<file path="src/rtl/factor_scan_unit.sv">
// -----------------------------------------------------------------------------
// factor_scan_unit
//
// Tests a latched operand for divisibility by every divisor from 2 to 15.
// It uses one bit-serial restoring division per divisor, consuming one
// operand bit per clock, MSB first. A full scan therefore takes 14*WIDTH
// cycles. The result vector is published together with a one-cycle done
// pulse.
//
// Ports
//   clk           : single clock; all state changes on its rising edge
//   rst_n         : asynchronous, active-low reset
//   number        : operand, sampled only on the edge where start is accepted
//   start         : request; honoured only while idle, ignored during a scan
//   busy          : high while a scan is running
//   done          : one-cycle pulse in the first idle cycle after a scan
//   factors       : bit k set iff (k+2) divides the latched operand
//   factors_valid : high while factors holds the most recent complete result
// -----------------------------------------------------------------------------
module factor_scan_unit #(
    parameter int WIDTH = 8
) (
    input  logic             clk,
    input  logic             rst_n,
    input  logic [WIDTH-1:0] number,
    input  logic             start,
    output logic             busy,
    output logic             done,
    output logic [13:0]      factors,
    output logic             factors_valid
);

    localparam int NUM_DIV   = 14;
    localparam int BIT_IDX_W = (WIDTH > 1) ? $clog2(WIDTH) : 1;

    localparam logic [BIT_IDX_W-1:0] BIT_IDX_MSB = BIT_IDX_W'(WIDTH - 1);
    localparam logic [3:0]           DIV_FIRST   = 4'd2;
    localparam logic [3:0]           DIV_LAST    = 4'd15;

    typedef enum logic {
        ST_IDLE = 1'b0,
        ST_RUN  = 1'b1
    } state_t;

    state_t state_reg;
    state_t state_next;

    // Datapath registers
    logic [WIDTH-1:0]     number_reg;
    logic [WIDTH-1:0]     number_next;
    logic [3:0]           divisor_reg;
    logic [3:0]           divisor_next;
    logic [BIT_IDX_W-1:0] bit_idx_reg;
    logic [BIT_IDX_W-1:0] bit_idx_next;
    // Remainder is always < divisor <= 15, so after the shift it is at most
    // 31 and fits 5 bits without overflow.
    logic [4:0]           rem_reg;
    logic [4:0]           rem_next;

    // Output registers
    logic                 busy_reg;
    logic                 busy_next;
    logic                 done_reg;
    logic                 done_next;
    logic                 factors_valid_reg;
    logic                 factors_valid_next;
    logic [NUM_DIV-1:0]   factors_reg;
    logic [NUM_DIV-1:0]   factors_next;

    // Step qualifiers
    logic                 start_accept;
    logic                 last_bit;
    logic                 divisor_done;
    logic                 scan_end;

    // One restoring-division step
    logic                 cur_bit;
    logic [4:0]           rem_shift;
    logic [4:0]           rem_step;
    logic                 rem_is_zero;

    assign start_accept = (state_reg == ST_IDLE) && start;
    assign last_bit     = (bit_idx_reg == '0);
    assign divisor_done = (state_reg == ST_RUN) && last_bit;
    assign scan_end     = divisor_done && (divisor_reg == DIV_LAST);

    assign cur_bit     = number_reg[bit_idx_reg];
    assign rem_shift   = {rem_reg[3:0], cur_bit};
    assign rem_step    = (rem_shift >= {1'b0, divisor_reg})
                         ? (rem_shift - {1'b0, divisor_reg})
                         : rem_shift;
    assign rem_is_zero = (rem_step == 5'd0);

    // -------------------------------------------------------------------------
    // FSM: state register
    // -------------------------------------------------------------------------
    always_ff @(posedge clk or negedge rst_n) begin
        if (!rst_n) begin
            state_reg <= ST_IDLE;
        end else begin
            state_reg <= state_next;
        end
    end

    // -------------------------------------------------------------------------
    // FSM: next-state logic
    // -------------------------------------------------------------------------
    always_comb begin
        state_next = state_reg;
        unique case (state_reg)
            ST_IDLE: if (start)    state_next = ST_RUN;
            ST_RUN:  if (scan_end) state_next = ST_IDLE;
            default:               state_next = ST_IDLE;
        endcase
    end

    // -------------------------------------------------------------------------
    // FSM: output / datapath next values
    // -------------------------------------------------------------------------
    always_comb begin
        number_next        = number_reg;
        divisor_next       = divisor_reg;
        bit_idx_next       = bit_idx_reg;
        rem_next           = rem_reg;
        factors_valid_next = factors_valid_reg;
        busy_next          = (state_next == ST_RUN);
        done_next          = scan_end;

        unique case (state_reg)
            ST_IDLE: begin
                if (start_accept) begin
                    number_next        = number;
                    divisor_next       = DIV_FIRST;
                    bit_idx_next       = BIT_IDX_MSB;
                    rem_next           = 5'd0;
                    factors_valid_next = 1'b0;
                end
            end
            ST_RUN: begin
                if (last_bit) begin
                    // Divisor finished: restart the division for the next
                    // divisor. Wrap-around of divisor after 15 is harmless
                    // since the scan ends on that same edge.
                    rem_next     = 5'd0;
                    bit_idx_next = BIT_IDX_MSB;
                    divisor_next = divisor_reg + 4'd1;
                end else begin
                    rem_next     = rem_step;
                    bit_idx_next = bit_idx_reg - BIT_IDX_W'(1);
                end
                if (scan_end) begin
                    factors_valid_next = 1'b1;
                end
            end
            default: ;
        endcase
    end

    // Each result bit is written only on the final bit of its own divisor.
    // Bits for divisors not yet reached keep the previous scan's value.
    generate
        for (genvar gi = 0; gi < NUM_DIV; gi++) begin : g_factor
            logic wr_en;
            assign wr_en            = divisor_done && (divisor_reg == 4'(gi + 2));
            assign factors_next[gi] = wr_en ? rem_is_zero : factors_reg[gi];
        end
    endgenerate

    // -------------------------------------------------------------------------
    // Datapath and output registers
    // -------------------------------------------------------------------------
    always_ff @(posedge clk or negedge rst_n) begin
        if (!rst_n) begin
            number_reg        <= '0;
            divisor_reg       <= 4'd0;
            bit_idx_reg       <= '0;
            rem_reg           <= 5'd0;
            busy_reg          <= 1'b0;
            done_reg          <= 1'b0;
            factors_valid_reg <= 1'b0;
            factors_reg       <= '0;
        end else begin
            number_reg        <= number_next;
            divisor_reg       <= divisor_next;
            bit_idx_reg       <= bit_idx_next;
            rem_reg           <= rem_next;
            busy_reg          <= busy_next;
            done_reg          <= done_next;
            factors_valid_reg <= factors_valid_next;
            factors_reg       <= factors_next;
        end
    end

    assign busy          = busy_reg;
    assign done          = done_reg;
    assign factors       = factors_reg;
    assign factors_valid = factors_valid_reg;

endmodule

</file>
<file path="config.mk">
export PLATFORM = sky130hd
export DESIGN_NAME = factor_scan_unit
export DESIGN_NICKNAME = d
export VERILOG_FILES = /design/src/rtl/factor_scan_unit.sv
export SDC_FILE = /design/constraint.sdc
export NUM_CORES = 1
export LEC_CHECK = 0
export ABC_AREA = 1
export CORE_MARGIN = 2
export CORE_UTILIZATION = 49
export CTS_BUF_LIST = sky130_fd_sc_hd__clkbuf_16
export DETAILED_ROUTE_END_ITERATION = 7
export PLACE_DENSITY_LB_ADDON = 0.2
export SETUP_SLACK_MARGIN = 0.05
export SYNTH_ARGS = -nofsm -noshare
export SYNTH_HDL_FRONTEND = slang
export SYNTH_SLANG_ARGS = --single-unit
</file>
<file path="constraint.sdc">
create_clock -name clk -period 2.4 [get_ports clk]
set_input_delay 0.48 -clock clk [delete_from_list [all_inputs] [get_ports clk]]
set_output_delay 0.48 -clock clk [all_outputs]
set_load 0.02 [all_outputs]
</file>
Yosys cells after proc, flatten, opt, wreduce, memory -nomap -nowiden. Cells that the tools add are included.

Add/subtract/negate cells: 3. $lt $le $gt $ge: 2. Equal/unequal tests: 17. Multiplexer cells: 18. Bitwise logic cells: 1. Reduce and logical (&&, ||, !) cells: 21.

Operators by type and width (count): equality test 4 bit, second input constant (8); equality test 4 x 3 -> 1 bit, second input constant (4); logical AND 1 bit (16); 2-to-1 mux 4 bit (4); case mux 4 bit (2 select lines) (2); equality test 4 x 2 -> 1 bit, second input constant (2); 2-to-1 mux 3 bit (2); case mux 3 bit (2 select lines) (1); AND reduction 2 bit (3); >= comparator 5 x 4 -> 1 bit (1); zero test 5 bit (1); 2-to-1 mux 1 bit (5); 2-to-1 mux 5 bit (1); subtractor 5 x 4 -> 5 bit (1); adder 4 x 1 -> 4 bit, second input constant (1); less-than comparator 3 x 4 -> 1 bit, second input constant (1); inequality test 2 x 1 -> 1 bit, second input constant (2); case mux 1 bit (2 select lines) (2); binary-select mux 1 bit (select 3 bit) (1); zero test 3 bit (1); subtractor 3 x 1 -> 3 bit, second input constant (1); inequality test 2 bit, second input constant (1); NOT 1 bit (1).

Register bits: 36. Input port bits: 11. Output and inout bits: 17.

Depth between registers and ports, before layout. Gate-level depths: netlist of run 1.

Depth in word-level cells: 6. Depth in mapped cells: 20. Mapped depth without buffers: 19.

Worst setup path after synthesis of run 1. Ideal clock, no wire load.

Kind: register -> register. Start point: register bit_idx_reg[0]. End point: register factors_reg[10], in the netlist factors[10]. Arrival: 2.234 ns. Data required time: 2.335 ns. Path slack: 0.101 ns. Cell stages (with the launch flop): 21. Path through: dfrtp_1 -> inv_1 -> nand2_1 -> nand3_1 -> nand2_1 -> nand2_1 -> nand2_1 -> inv_1 -> ha_1 -> inv_1 -> fa_1 -> nand3_1 -> nand3_1 -> nand2_1 -> nand2_1 -> nand2_1 -> nand3_2 -> nor2_4 -> buf_6 -> nand3_1 -> nand2_1.

Cells in the longest elaborated chain, start to end: 5.

Ends and longest elaborated chain: from (decl) (RTL line 53) `logic [BIT_IDX_W-1:0] bit_idx_reg;`; from (signal assigned) (RTL line 185) `bit_idx_reg <= bit_idx_next;`; binary-select mux 1 bit (select 3 bit) (RTL line 87) `assign cur_bit = number_reg[bit_idx_reg];`; 2-to-1 mux 1 bit (implied by the code) (RTL line 87); subtractor 5 x 4 -> 5 bit or >= comparator 5 x 4 -> 1 bit (tied branches) (RTL line 90, 89); 2-to-1 mux 5 bit (RTL line 90) `? (rem_shift - {1'b0, divisor_reg})`; zero test 5 bit (RTL line 92) `assign rem_is_zero = (rem_step == 5'd0);`; to (signal assigned) (RTL line 190) `factors_reg <= factors_next;`; to (decl) (RTL line 67) `logic [NUM_DIV-1:0] factors_reg;`.

Several ways; a longest one is shown, not always the timed one. The select of a mux whose other input is x is not followed. A chain may end at the register's enable or synchronous reset.

Worst setup path after layout of run 1.
Start point: register bit_idx_reg[0]. End point: register factors_reg[5], in the netlist factors[5].

Same word-level chain as after synthesis.

==> flow_metrics.env, run 1 <==
export IMPL_cts_hold_buf=0
export IMPL_critical_path_top_delay_family="simple AND/OR/NAND/NOR gates"
export IMPL_io_pins=28
export IMPL_ys_seq_area_share_pct=44.9
export IMPL_power_share_combinational_pct=61.7
export IMPL_global_route_overflow_total=0
export IMPL_critical_path_top_cell_by_count="sky130_fd_sc_hd__nand2_1"
export IMPL_final_period_minus_worst_setup_slack_ns=2.41
export IMPL_grt_pass1_vias=1546
export IMPL_clkSlewWorstSetupHoldPaths_ns=0.06
export IMPL_timing_critical_path_from_type="flop"
export IMPL_insertedDiodeCount=0
export IMPL_r2r_start="bit_idx_reg[0]$_DFFE_PN0P_"
export IMPL_drt_initial_drc_count=129
export IMPL_timing_max_transition_violations_final=0
export IMPL_edff_count_synth=0
export IMPL_worst_path_largest_cell_delay_ns=0.39
export IMPL_gpl_final_weighted_congestion=0.846
export IMPL_drc_errors=0
export IMPL_yosys_area_share_simple_pct=30.0
export IMPL_critPathMaxFanout=6
export IMPL_sw_frac_of_total_pct=46.1
export IMPL_power_density_mw_per_mm2=1650
export IMPL_post_synth_inst_count=258
export IMPL_dieArea_mm2=0.00463
export IMPL_setup_viol_count_final=7
export IMPL_wire_per_inst_um=12.5
export IMPL_vias=1766
export IMPL_largest_family_of_logic_cells_by_synthesized_area="simple AND/OR/NAND/NOR gates"
export IMPL_clock_latency_ns=0.28
export IMPL_largest_reg_flops=14
export IMPL_worst_ep_arrival_time_ns=2.63
export IMPL_ant_nets=0
export IMPL_buffers_from_clock_root_to_sink_at_most=2
export IMPL_die_width_um=68.0
export IMPL_critPathBufInv=4
export IMPL_row_count=23
export IMPL_tritoncts="yes"
export IMPL_mappedNetlistArea_mm2=0.00201
export IMPL_synth_compound_area_share_pct=7.85
export IMPL_placement_cell_area_mm2=0.00234
export IMPL_yosys_mux_area_fraction_pct=0
export IMPL_synthDistinctLibCells=23
export IMPL_critPathRequiredTime_ns=2.62
export IMPL_avgSynthCellArea_um2=7.78
export IMPL_place_port_buffers=27
export IMPL_r2r_setup_slack_ns=-0.01
export IMPL_grt_use_total_pct=19.6
export IMPL_critical_path_endpoint_type="flop"
export IMPL_cts_h_tree_depth=2
export IMPL_final_fill_count=369
export IMPL_dp_final_hpwl_um=2980
export IMPL_grt_antenna_before_repair=0
export IMPL_synth_nets=281
export IMPL_final_hold_viol_count=0
export IMPL_async_reset_ff_share_pct=100
export IMPL_total_power_mw=4.29
export IMPL_grt_max_degree=37
export IMPL_layout_cells_most_common="sky130_fd_sc_hd__nand2_1"
export IMPL_number_of_warning_messages_in_the_yosys_log=0
export IMPL_num_nets_final=320
export IMPL_max_slew_margin_pct=69.4
export IMPL_firstDrtPassIters=4
export IMPL_reg_power_share_pct=23.6
export IMPL_clock_fmax_mhz=414
export IMPL_grt_pass1_wl_um=6720
export IMPL_most_common_layout_cells="72 x sky130_fd_sc_hd__nand2_1, 37 x sky130_fd_sc_hd__inv_1, 36 x sky130_fd_sc_hd__dfrtp_1, 27 x sky130_fd_sc_hd__nand3_1, 27 x sky130_fd_sc_hd__clkdlybuf4s50_1"
export IMPL_capture_point_of_the_critical_path="factors[5]$_DFFE_PN0P_"
export IMPL_synth_seq_cells=36
export IMPL_peakVddDrop_uv=908
export IMPL_flow_area_growth_from_synthesis_pct=29.3
export IMPL_violations="setup timing"
export IMPL_numCtsBuffers=5
export IMPL_start_util_pct=50.6
export IMPL_critPathLaunch="bit_idx_reg[0]$_DFFE_PN0P_"
export IMPL_critical_path_depth=20
export IMPL_floorplan_core_area_mm2=0.00397
export IMPL_route_final_wire_length_um=4360
export IMPL_die_h_um=68.0
export IMPL_ff2ff_path_depth=20
export IMPL_clock_sinks=36
export IMPL_fin_crit_sh_pct=101
export IMPL_power_frac_clock_pct=14.7
export IMPL_hold_class="flop to flop"
export IMPL_synthXorXnorAreaFrac_pct=0.436
export IMPL_power_net_switching_mw=1.98
export IMPL_fin_ws_ns=-0.0129
export IMPL_r2r_end="factors[5]$_DFFE_PN0P_"
export IMPL_synth_flop_cell="sky130_fd_sc_hd__dfrtp_1"
export IMPL_run_status="complete, but fails checks"
export IMPL_root_buffer_selected_by_cts="sky130_fd_sc_hd__clkbuf_16"
export IMPL_final_layout_size_suffix_gt1_share_pct=14.1
export IMPL_max_slew_worst_pin_slew_ns=0.458
export IMPL_finished_layout_cell_area_mm2=0.00260
export IMPL_criticalPathCategory="flop to flop"
export IMPL_unrepaired_setup_endpoints_after_global_routing="true"
export IMPL_p_int_mw=2.31
export IMPL_synth_fa_ha_area_share_pct=7.85
export IMPL_cell_chain_critical_path="buf_6 > nand2_1 > nand3_1 > nand2_1 > nand2_1 > nand2_1 > inv_2 > ha_4 > inv_2 > fa_2 > nand3_2 > nand3_2 > nand2_1 > nand2_1 > nand2_1 > nand3_2 > nor2_4 > clkbuf_16 > nand3_1 > nand2_1"
export IMPL_viasPerCell=5.07
export IMPL_leakagePower_nw=1.30
export IMPL_slowest_stage="sky130_fd_sc_hd__dfrtp_1"
export IMPL_fin_worst_skew_ns=0.00782
export IMPL_maxcap_violations=0
timing repair:
item                                    CTS  global route
pin swaps                                 1             2
buffers inserted                          2             1
resized for setup                         2            13
endpoints found under the setup margin   14            14
gates cloned                              0             1
cell families (layout without fill, tap and decap cells):
group	after synthesis	in the layout
AO/OA/AOI/OAI	28	28
XOR/XNOR	1	1
adder cells (fa/ha/maj)	12	12
buffers and inverters	44	84
flip-flops	36	36
AND/OR/NAND/NOR	137	137
stage by stage:
| stage | hold WS (ns) | cells | TNS (ns) | utilization, % | setup WS [ns] |
|---|---|---|---|---|---|
| 6_report | 0.480 | 348 | -0.0645 | 65.4 | -0.0129 |
| 5_1_grt | 0.509 | 348 | -2.79 | 65.4 | -0.221 |
| 4_1_cts | 0.485 | 346 | 0 | 63.4 | 0.0781 |
| 3_5_place_dp | 0.471 | 336 | -1.04 | 59.0 | -0.0983 |
| 3_3_place_gp | 0.467 | 336 | 0 | 59.0 | 0.0388 |
| 2_1_floorplan | 0.184 | 258 | 0 | - | 0.101 |
power by group through the flow:
stage / registers, mW / logic, mW / clock network [mW]
after detailed placement: 1.01 / 2.15 / 0
after CTS: 1.00 / 2.35 / 0.648
after floorplan: 1.07 / 1.64 / 0
final: 1.01 / 2.65 / 0.630
after global routing: 1.04 / 2.93 / 0.672
after global placement: 1.01 / 2.09 / 0
layout make-up:
class	instances	area [um2]	area share [%]
Tap cell	50	62.6	2.41
Timing Repair Buffer	35	364	14.0
Sequential cell	36	901	34.7
Clock buffer	5	125	4.82
Clock inverter	3	18.8	0.723
Multi-Input combinational cell	178	972	37.4
Inverter	41	154	5.92
cells in the mapped netlist, types with 3 or more instances:
master,instances,area share [%]
sky130_fd_sc_hd__ha_1,11,6.9
sky130_fd_sc_hd__nor3_1,6,1.5
sky130_fd_sc_hd__o21ai_0,21,5.2
sky130_fd_sc_hd__nand2_2,3,0.93
sky130_fd_sc_hd__inv_1,40,7.5
sky130_fd_sc_hd__dfrtp_1,36,45
sky130_fd_sc_hd__nor2_1,14,2.6
sky130_fd_sc_hd__nand3_1,31,7.7
sky130_fd_sc_hd__nand2_1,76,14
metal layers:
layer	routed length, um	up-vias	global-route usage [%]
li1	-	895	-
met1	2000	818	24.6
met2	2120	44	32.6
met3	168	9	4.44
met4	75	0	7.50
met5	0	-	0
worst register-to-register path: stages, from the launching register on:
cell and delay [ns]:
sky130_fd_sc_hd__dfrtp_1 0.39, sky130_fd_sc_hd__buf_6 0.13, sky130_fd_sc_hd__nand2_1 0.06, sky130_fd_sc_hd__nand3_1 0.08, sky130_fd_sc_hd__nand2_1 0.05, sky130_fd_sc_hd__nand2_1 0.05
sky130_fd_sc_hd__nand2_1 0.07, sky130_fd_sc_hd__inv_2 0.08, sky130_fd_sc_hd__ha_4 0.12, sky130_fd_sc_hd__inv_2 0.03, sky130_fd_sc_hd__fa_2 0.35, sky130_fd_sc_hd__nand3_2 0.11
sky130_fd_sc_hd__nand3_2 0.08, sky130_fd_sc_hd__nand2_1 0.06, sky130_fd_sc_hd__nand2_1 0.05, sky130_fd_sc_hd__nand2_1 0.07, sky130_fd_sc_hd__nand3_2 0.08, sky130_fd_sc_hd__nor2_4 0.16
sky130_fd_sc_hd__clkbuf_16 0.17, sky130_fd_sc_hd__nand3_1 0.06, sky130_fd_sc_hd__nand2_1 0.07
worst min path at each step:
stage,startpoint,to,cells after the start
final,factors[6]$_DFFE_PN0P_,factors[6]$_DFFE_PN0P_,2
after global routing,factors[10]$_DFFE_PN0P_,factors[10]$_DFFE_PN0P_,2
after detailed placement,factors[6]$_DFFE_PN0P_,factors[6]$_DFFE_PN0P_,2
after floorplan,rst_n,bit_idx_reg[0]$_DFFE_PN0P_,0
after global placement,factors[7]$_DFFE_PN0P_,factors[7]$_DFFE_PN0P_,2
after CTS,factors[6]$_DFFE_PN0P_,factors[6]$_DFFE_PN0P_,2
Power figures use the tool's default switching activity.
==> inputs of run 2 (changes only) <==
CORE_UTILIZATION = 29   (was 49)
==> run 2 against run 1 <==
The run now ends clean. Utilization is 25 points lower. Critical path depth unchanged. Non-clock buffer count up 3. First-iteration DRC count shrank 59%. Maximum frequency grew 2.8%. Global-route usage shrank 7.2 points. Die area is 64% higher. Largest cell class unchanged.
==> flow_metrics.env, run 2 (synthesized netlist as in run 1, its figures left out) <==
export IMPL_ant_nets=0
export IMPL_placement_cell_area_mm2=0.00242
export IMPL_tritoncts="yes"
export IMPL_critPathMaxFanout=7
export IMPL_r2r_start="bit_idx_reg[0]$_DFFE_PN0P_"
export IMPL_maxcap_violations=0
export IMPL_criticalPathCategory="flop to flop"
export IMPL_peakVddDrop_uv=899
export IMPL_dp_final_hpwl_um=3250
export IMPL_max_slew_worst_pin_slew_ns=0.461
export IMPL_gpl_final_weighted_congestion=0.840
export IMPL_hold_class="flop to flop"
export IMPL_wire_per_inst_um=11.7
export IMPL_cts_h_tree_depth=2
export IMPL_ff2ff_path_depth=20
export IMPL_clock_latency_ns=0.28
export IMPL_fin_ws_ns=0.0523
export IMPL_grt_pass1_wl_um=7470
export IMPL_clock_fmax_mhz=426
export IMPL_setup_viol_count_final=0
export IMPL_postLayoutCoreUtil_pct=40.2
export IMPL_numCtsBuffers=5
export IMPL_grt_antenna_before_repair=0
export IMPL_reg_power_share_pct=22.0
export IMPL_io_pins=28
export IMPL_sw_frac_of_total_pct=46.2
export IMPL_max_slew_margin_pct=69.3
export IMPL_critPathRequiredTime_ns=2.62
export IMPL_layout_cells_most_common="sky130_fd_sc_hd__nand2_1"
export IMPL_timing_critical_path_from_type="flop"
export IMPL_clock_sinks=36
export IMPL_critical_path_endpoint_type="flop"
export IMPL_flow_area_growth_from_synthesis_pct=35.2
export IMPL_route_final_wire_length_um=4440
export IMPL_grt_pass1_vias=1648
export IMPL_r2r_setup_slack_ns=0.05
export IMPL_die_h_um=87.2
export IMPL_power_frac_clock_pct=13.3
export IMPL_r2r_end="factors[2]$_DFFE_PN0P_"
export IMPL_power_net_switching_mw=2.10
export IMPL_power_density_mw_per_mm2=1680
export IMPL_die_width_um=87.2
export IMPL_cts_hold_buf=0
export IMPL_buffers_from_clock_root_to_sink_at_most=2
export IMPL_num_nets_final=323
export IMPL_start_util_pct=29.7
export IMPL_fin_worst_skew_ns=0.00642
export IMPL_root_buffer_selected_by_cts="sky130_fd_sc_hd__clkbuf_16"
export IMPL_leakagePower_nw=1.32
export IMPL_final_period_minus_worst_setup_slack_ns=2.35
export IMPL_capture_point_of_the_critical_path="factors[2]$_DFFE_PN0P_"
export IMPL_p_int_mw=2.45
export IMPL_row_count=30
export IMPL_clkSlewWorstSetupHoldPaths_ns=0.05
export IMPL_viasPerCell=4.55
export IMPL_most_common_layout_cells="71 x sky130_fd_sc_hd__nand2_1, 38 x sky130_fd_sc_hd__inv_1, 36 x sky130_fd_sc_hd__dfrtp_1, 27 x sky130_fd_sc_hd__clkdlybuf4s50_1, 21 x sky130_fd_sc_hd__o21ai_0"
export IMPL_vias=1729
export IMPL_floorplan_core_area_mm2=0.00676
export IMPL_grt_use_total_pct=12.4
export IMPL_numPlacedInstances=369
export IMPL_critPathLaunch="bit_idx_reg[0]$_DFFE_PN0P_"
export IMPL_drt_initial_drc_count=53
export IMPL_worst_ep_arrival_time_ns=2.57
export IMPL_timing_max_transition_violations_final=0
export IMPL_insertedDiodeCount=0
export IMPL_place_port_buffers=27
export IMPL_final_hold_viol_count=0
export IMPL_largest_reg_flops=14
export IMPL_firstDrtPassIters=4
export IMPL_unrepaired_setup_endpoints_after_global_routing="true"
export IMPL_global_route_overflow_total=0
export IMPL_final_layout_size_suffix_gt1_share_pct=17.7
export IMPL_pre_cts_worst_setup_slack_ns=-0.0500
export IMPL_power_share_combinational_pct=64.8
export IMPL_dieArea_mm2=0.00761
export IMPL_run_status="finished clean"
export IMPL_fin_crit_sh_pct=97.8
export IMPL_drc_errors=0
export IMPL_tns_ns=0
export IMPL_finished_layout_cell_area_mm2=0.00272
export IMPL_finish_cell_count_without_fillers=380
export IMPL_grt_max_degree=37
## run 2: layer usage
metal | track usage [%] | wire length (um)
met4 | 4.48 | 55
met3 | 2.84 | 173
met2 | 20.0 | 2090
met1 | 16.3 | 2120
met5 | 0 | 0
## run 2: worst min path at each step
stage                     slack (ns)                          to  cells after the start               startpoint
final                           0.48      factors[2]$_DFFE_PN0P_                      2   factors[2]$_DFFE_PN0P_
after floorplan                 0.18  bit_idx_reg[0]$_DFFE_PN0P_                      0                    rst_n
after CTS                       0.48      factors[2]$_DFFE_PN0P_                      2   factors[2]$_DFFE_PN0P_
after global routing            0.49      factors[2]$_DFFE_PN0P_                      2   factors[2]$_DFFE_PN0P_
after detailed placement        0.47      factors[2]$_DFFE_PN0P_                      2   factors[2]$_DFFE_PN0P_
after global placement          0.47     factors[11]$_DFFE_PN0P_                      2  factors[11]$_DFFE_PN0P_
## run 2: through the flow
stage | power, mW | hold slack (ns)
2_1_floorplan | 2.71 | 0.184
3_3_place_gp | 3.34 | 0.469
3_5_place_dp | 3.36 | 0.469
4_1_cts | 4.12 | 0.483
5_1_grt | 4.93 | 0.494
6_report | 4.55 | 0.476
## run 2: cell type report
cell class	count	area, um2
multi-input combinational	178	1030
clock inverter	2	8.76
clock buffer	5	125
tap	80	100
inverter	41	154
timing repair buffer	38	399
fill	701	4040
sequential	36	901
## run 2: power groups by stage
stage / clock, mW / combinational (mW) / sequential [mW]
final: 0.604 / 2.95 / 0.999
after global routing: 0.643 / 3.26 / 1.03
after CTS: 0.620 / 2.50 / 0.996
after detailed placement: 0 / 2.35 / 1.01
after global placement: 0 / 2.34 / 1.00
after floorplan: 0 / 1.64 / 1.07
## run 2: timing repair
item	4_1_cts	5_1_grt
endpoints found under the setup margin	14	14
pin swaps	1	13
cloned	0	1
setup buffers	1	2
resized for setup	1	25
## run 2: worst max-delay path, cell delays in order (launching register included)
cell and delay [ns]:
sky130_fd_sc_hd__dfrtp_1 0.39, sky130_fd_sc_hd__buf_6 0.13, sky130_fd_sc_hd__nand2_1 0.05, sky130_fd_sc_hd__nand3_1 0.07, sky130_fd_sc_hd__nand2_1 0.05, sky130_fd_sc_hd__nand2_1 0.07
sky130_fd_sc_hd__nand2_2 0.06, sky130_fd_sc_hd__inv_2 0.07, sky130_fd_sc_hd__ha_4 0.12, sky130_fd_sc_hd__inv_2 0.03, sky130_fd_sc_hd__fa_2 0.36, sky130_fd_sc_hd__nand3_2 0.10
sky130_fd_sc_hd__nand3_2 0.06, sky130_fd_sc_hd__nand2_1 0.06, sky130_fd_sc_hd__nand2_1 0.04, sky130_fd_sc_hd__nand2_1 0.07, sky130_fd_sc_hd__nand3_2 0.08, sky130_fd_sc_hd__nor2_4 0.18
sky130_fd_sc_hd__clkbuf_16 0.18, sky130_fd_sc_hd__nand3_2 0.05, sky130_fd_sc_hd__nand2_1 0.07
==> inputs of run 3 (changes only) <==
CORE_MARGIN = 8   (was 2)
CTS_CLUSTER_SIZE = 10   (was default)
==> run 3 against run 2 <==
Sequential power barely moved. Largest power group unchanged. Flip-flop and latch count did not move. Global-route usage fell by 2.9 points. Critical endpoint is now factors[0]$_DFFE_PN0P_. Combinational power fell by 3%.
==> flow_metrics.env, run 3 (synthesized netlist as in run 1, its figures left out) <==
export IMPL_drc_errors=0
export IMPL_route_final_wire_length_um=4660
export IMPL_timing_critical_path_from_type="flop"
export IMPL_ff2ff_path_depth=20
export IMPL_critPathMaxFanout=7
export IMPL_num_nets_final=323
export IMPL_wire_per_inst_um=12.3
export IMPL_fin_worst_skew_ns=0.00321
export IMPL_peakVddDrop_uv=652
export IMPL_root_buffer_selected_by_cts="sky130_fd_sc_hd__clkbuf_16"
export IMPL_vias=1743
export IMPL_grt_pass1_wl_um=7670
export IMPL_flow_area_growth_from_synthesis_pct=33.5
export IMPL_most_common_layout_cells="74 x sky130_fd_sc_hd__nand2_1, 38 x sky130_fd_sc_hd__inv_1, 36 x sky130_fd_sc_hd__dfrtp_1, 27 x sky130_fd_sc_hd__clkdlybuf4s50_1, 22 x sky130_fd_sc_hd__nand3_1"
export IMPL_global_route_overflow_total=0
export IMPL_unrepaired_setup_endpoints_after_global_routing="true"
export IMPL_power_density_mw_per_mm2=1670
export IMPL_layout_cells_most_common="sky130_fd_sc_hd__nand2_1"
export IMPL_clock_fmax_mhz=420
export IMPL_final_hold_viol_count=0
export IMPL_dp_final_hpwl_um=3380
export IMPL_fin_ws_ns=0.0208
export IMPL_cts_hold_buf=0
export IMPL_dieArea_mm2=0.00984
export IMPL_die_h_um=99.2
export IMPL_clock_latency_ns=0.28
export IMPL_total_power_mw=4.49
export IMPL_cts_h_tree_depth=2
export IMPL_min_delay_start="factors[2]$_DFFE_PN0P_"
export IMPL_worst_hold_path_num_cells=2
export IMPL_max_slew_worst_pin_slew_ns=0.468
export IMPL_pre_cts_worst_setup_slack_ns=-0.00723
export IMPL_final_period_minus_worst_setup_slack_ns=2.38
export IMPL_io_pins=28
export IMPL_critPathRequiredTime_ns=2.62
export IMPL_numCtsBuffers=5
export IMPL_firstDrtPassIters=4
export IMPL_tritoncts="yes"
export IMPL_place_port_buffers=27
export IMPL_max_slew_margin_pct=68.8
export IMPL_critical_path_endpoint_type="flop"
export IMPL_viasPerCell=4.59
export IMPL_grt_max_degree=37
export IMPL_buffers_from_clock_root_to_sink_at_most=2
export IMPL_clock_sinks=36
export IMPL_grt_use_total_pct=9.49
export IMPL_clkSlewWorstSetupHoldPaths_ns=0.06
export IMPL_critPathLaunch="bit_idx_reg[0]$_DFFE_PN0P_"
export IMPL_leakagePower_nw=1.32
export IMPL_floorplan_core_area_mm2=0.00676
export IMPL_insertedDiodeCount=0
export IMPL_hold_class="flop to flop"
export IMPL_r2r_setup_slack_ns=0.02
export IMPL_ant_nets=0
export IMPL_drt_initial_drc_count=51
export IMPL_row_count=30
export IMPL_timing_max_transition_violations_final=0
export IMPL_criticalPathCategory="flop to flop"
export IMPL_grt_antenna_before_repair=0
export IMPL_r2r_start="bit_idx_reg[0]$_DFFE_PN0P_"
export IMPL_die_width_um=99.2
export IMPL_fin_crit_sh_pct=99.1
export IMPL_postLayoutCoreUtil_pct=39.7
export IMPL_setup_viol_count_final=0
export IMPL_maxcap_violations=0
export IMPL_final_layout_size_suffix_gt1_share_pct=15.3
export IMPL_worst_ep_arrival_time_ns=2.60
export IMPL_run_status="finished clean"
export IMPL_gpl_final_weighted_congestion=0.833
export IMPL_start_util_pct=29.7
export IMPL_grt_pass1_vias=1618
export IMPL_largest_reg_flops=14
==> run 3: where the power goes <==
| group | total, mW | switching, mW | internal [mW] |
|---|---|---|---|
| clock | 0.612 | 0.239 | 0.373 |
| sequential | 1.01 | 0.165 | 0.847 |
| combinational | 2.86 | 1.62 | 1.24 |
==> run 3: what timing repair did <==
| action | 4_1_cts | 5_1_grt |
|---|---|---|
| gates resized for setup | 3 | 15 |
| setup endpoints to repair | 14 | 14 |
| pin swaps | 0 | 10 |
| gates cloned | 0 | 1 |
| setup buffers | 0 | 3 |
==> run 3: worst max-delay path: stages (launching register included) <==
cell and delay (ns):
sky130_fd_sc_hd__dfrtp_1 0.43, sky130_fd_sc_hd__inv_2 0.11, sky130_fd_sc_hd__nand2_1 0.06, sky130_fd_sc_hd__nand3_1 0.08, sky130_fd_sc_hd__nand2_1 0.05, sky130_fd_sc_hd__nand2_1 0.06
sky130_fd_sc_hd__nand2_2 0.06, sky130_fd_sc_hd__inv_2 0.07, sky130_fd_sc_hd__ha_4 0.12, sky130_fd_sc_hd__inv_2 0.04, sky130_fd_sc_hd__fa_2 0.36, sky130_fd_sc_hd__nand3_2 0.10
sky130_fd_sc_hd__nand3_2 0.06, sky130_fd_sc_hd__nand2_1 0.06, sky130_fd_sc_hd__nand2_1 0.05, sky130_fd_sc_hd__nand2_1 0.07, sky130_fd_sc_hd__nand3_2 0.08, sky130_fd_sc_hd__nor2_4 0.16
sky130_fd_sc_hd__clkbuf_16 0.18, sky130_fd_sc_hd__nand3_1 0.07, sky130_fd_sc_hd__nand2_1 0.06
==> run 3: final cells by class <==
| type | instances | area [um2] |
|---|---|---|
| flip-flops and latches | 36 | 901 |
| inverters | 41 | 154 |
| clock inverters | 2 | 8.76 |
| clock buffers | 5 | 125 |
| fillers | 692 | 4080 |
| multi-input cells | 178 | 992 |
| well taps | 80 | 100 |
| repair buffers | 38 | 399 |
==> run 3: worst paths after layout <==
path | to
worst max-delay path | factors[0]$_DFFE_PN0P_
worst min-delay path | factors[2]$_DFFE_PN0P_
worst max register to register | factors[0]$_DFFE_PN0P_
worst min register to register | factors[2]$_DFFE_PN0P_
max in group asynchronous | divisor_reg[1]$_DFFE_PN0P_
min in group asynchronous | factors[1]$_DFFE_PN0P_
==> run 3: per-layer routing <==
| layer | GRT usage (%) | share of wire [%] | wire (um) | up-vias |
|---|---|---|---|---|
| li1 | - | - | - | 899 |
| met1 | 12.0 | 48 | 2220 | 807 |
| met2 | 14.8 | 46 | 2150 | 32 |
| met3 | 3.14 | 5.2 | 242 | 5 |
| met4 | 3.14 | 1.1 | 51 | 0 |
| met5 | 0 | 0 | 0 | - |
==> run 3: through the flow <==
| step | std cells | instance area (um2) | TNS, ns | hold slack (ns) |
|---|---|---|---|---|
| after floorplan | 258 | 2010 | 0 | 0.184 |
| after global placement | 369 | 2430 | 0 | 0.466 |
| after detailed placement | 369 | 2430 | -0.00723 | 0.469 |
| after CTS | 376 | 2570 | 0 | 0.485 |
| after global routing | 380 | 2680 | -1.73 | 0.504 |
| final | 380 | 2680 | 0 | 0.471 |
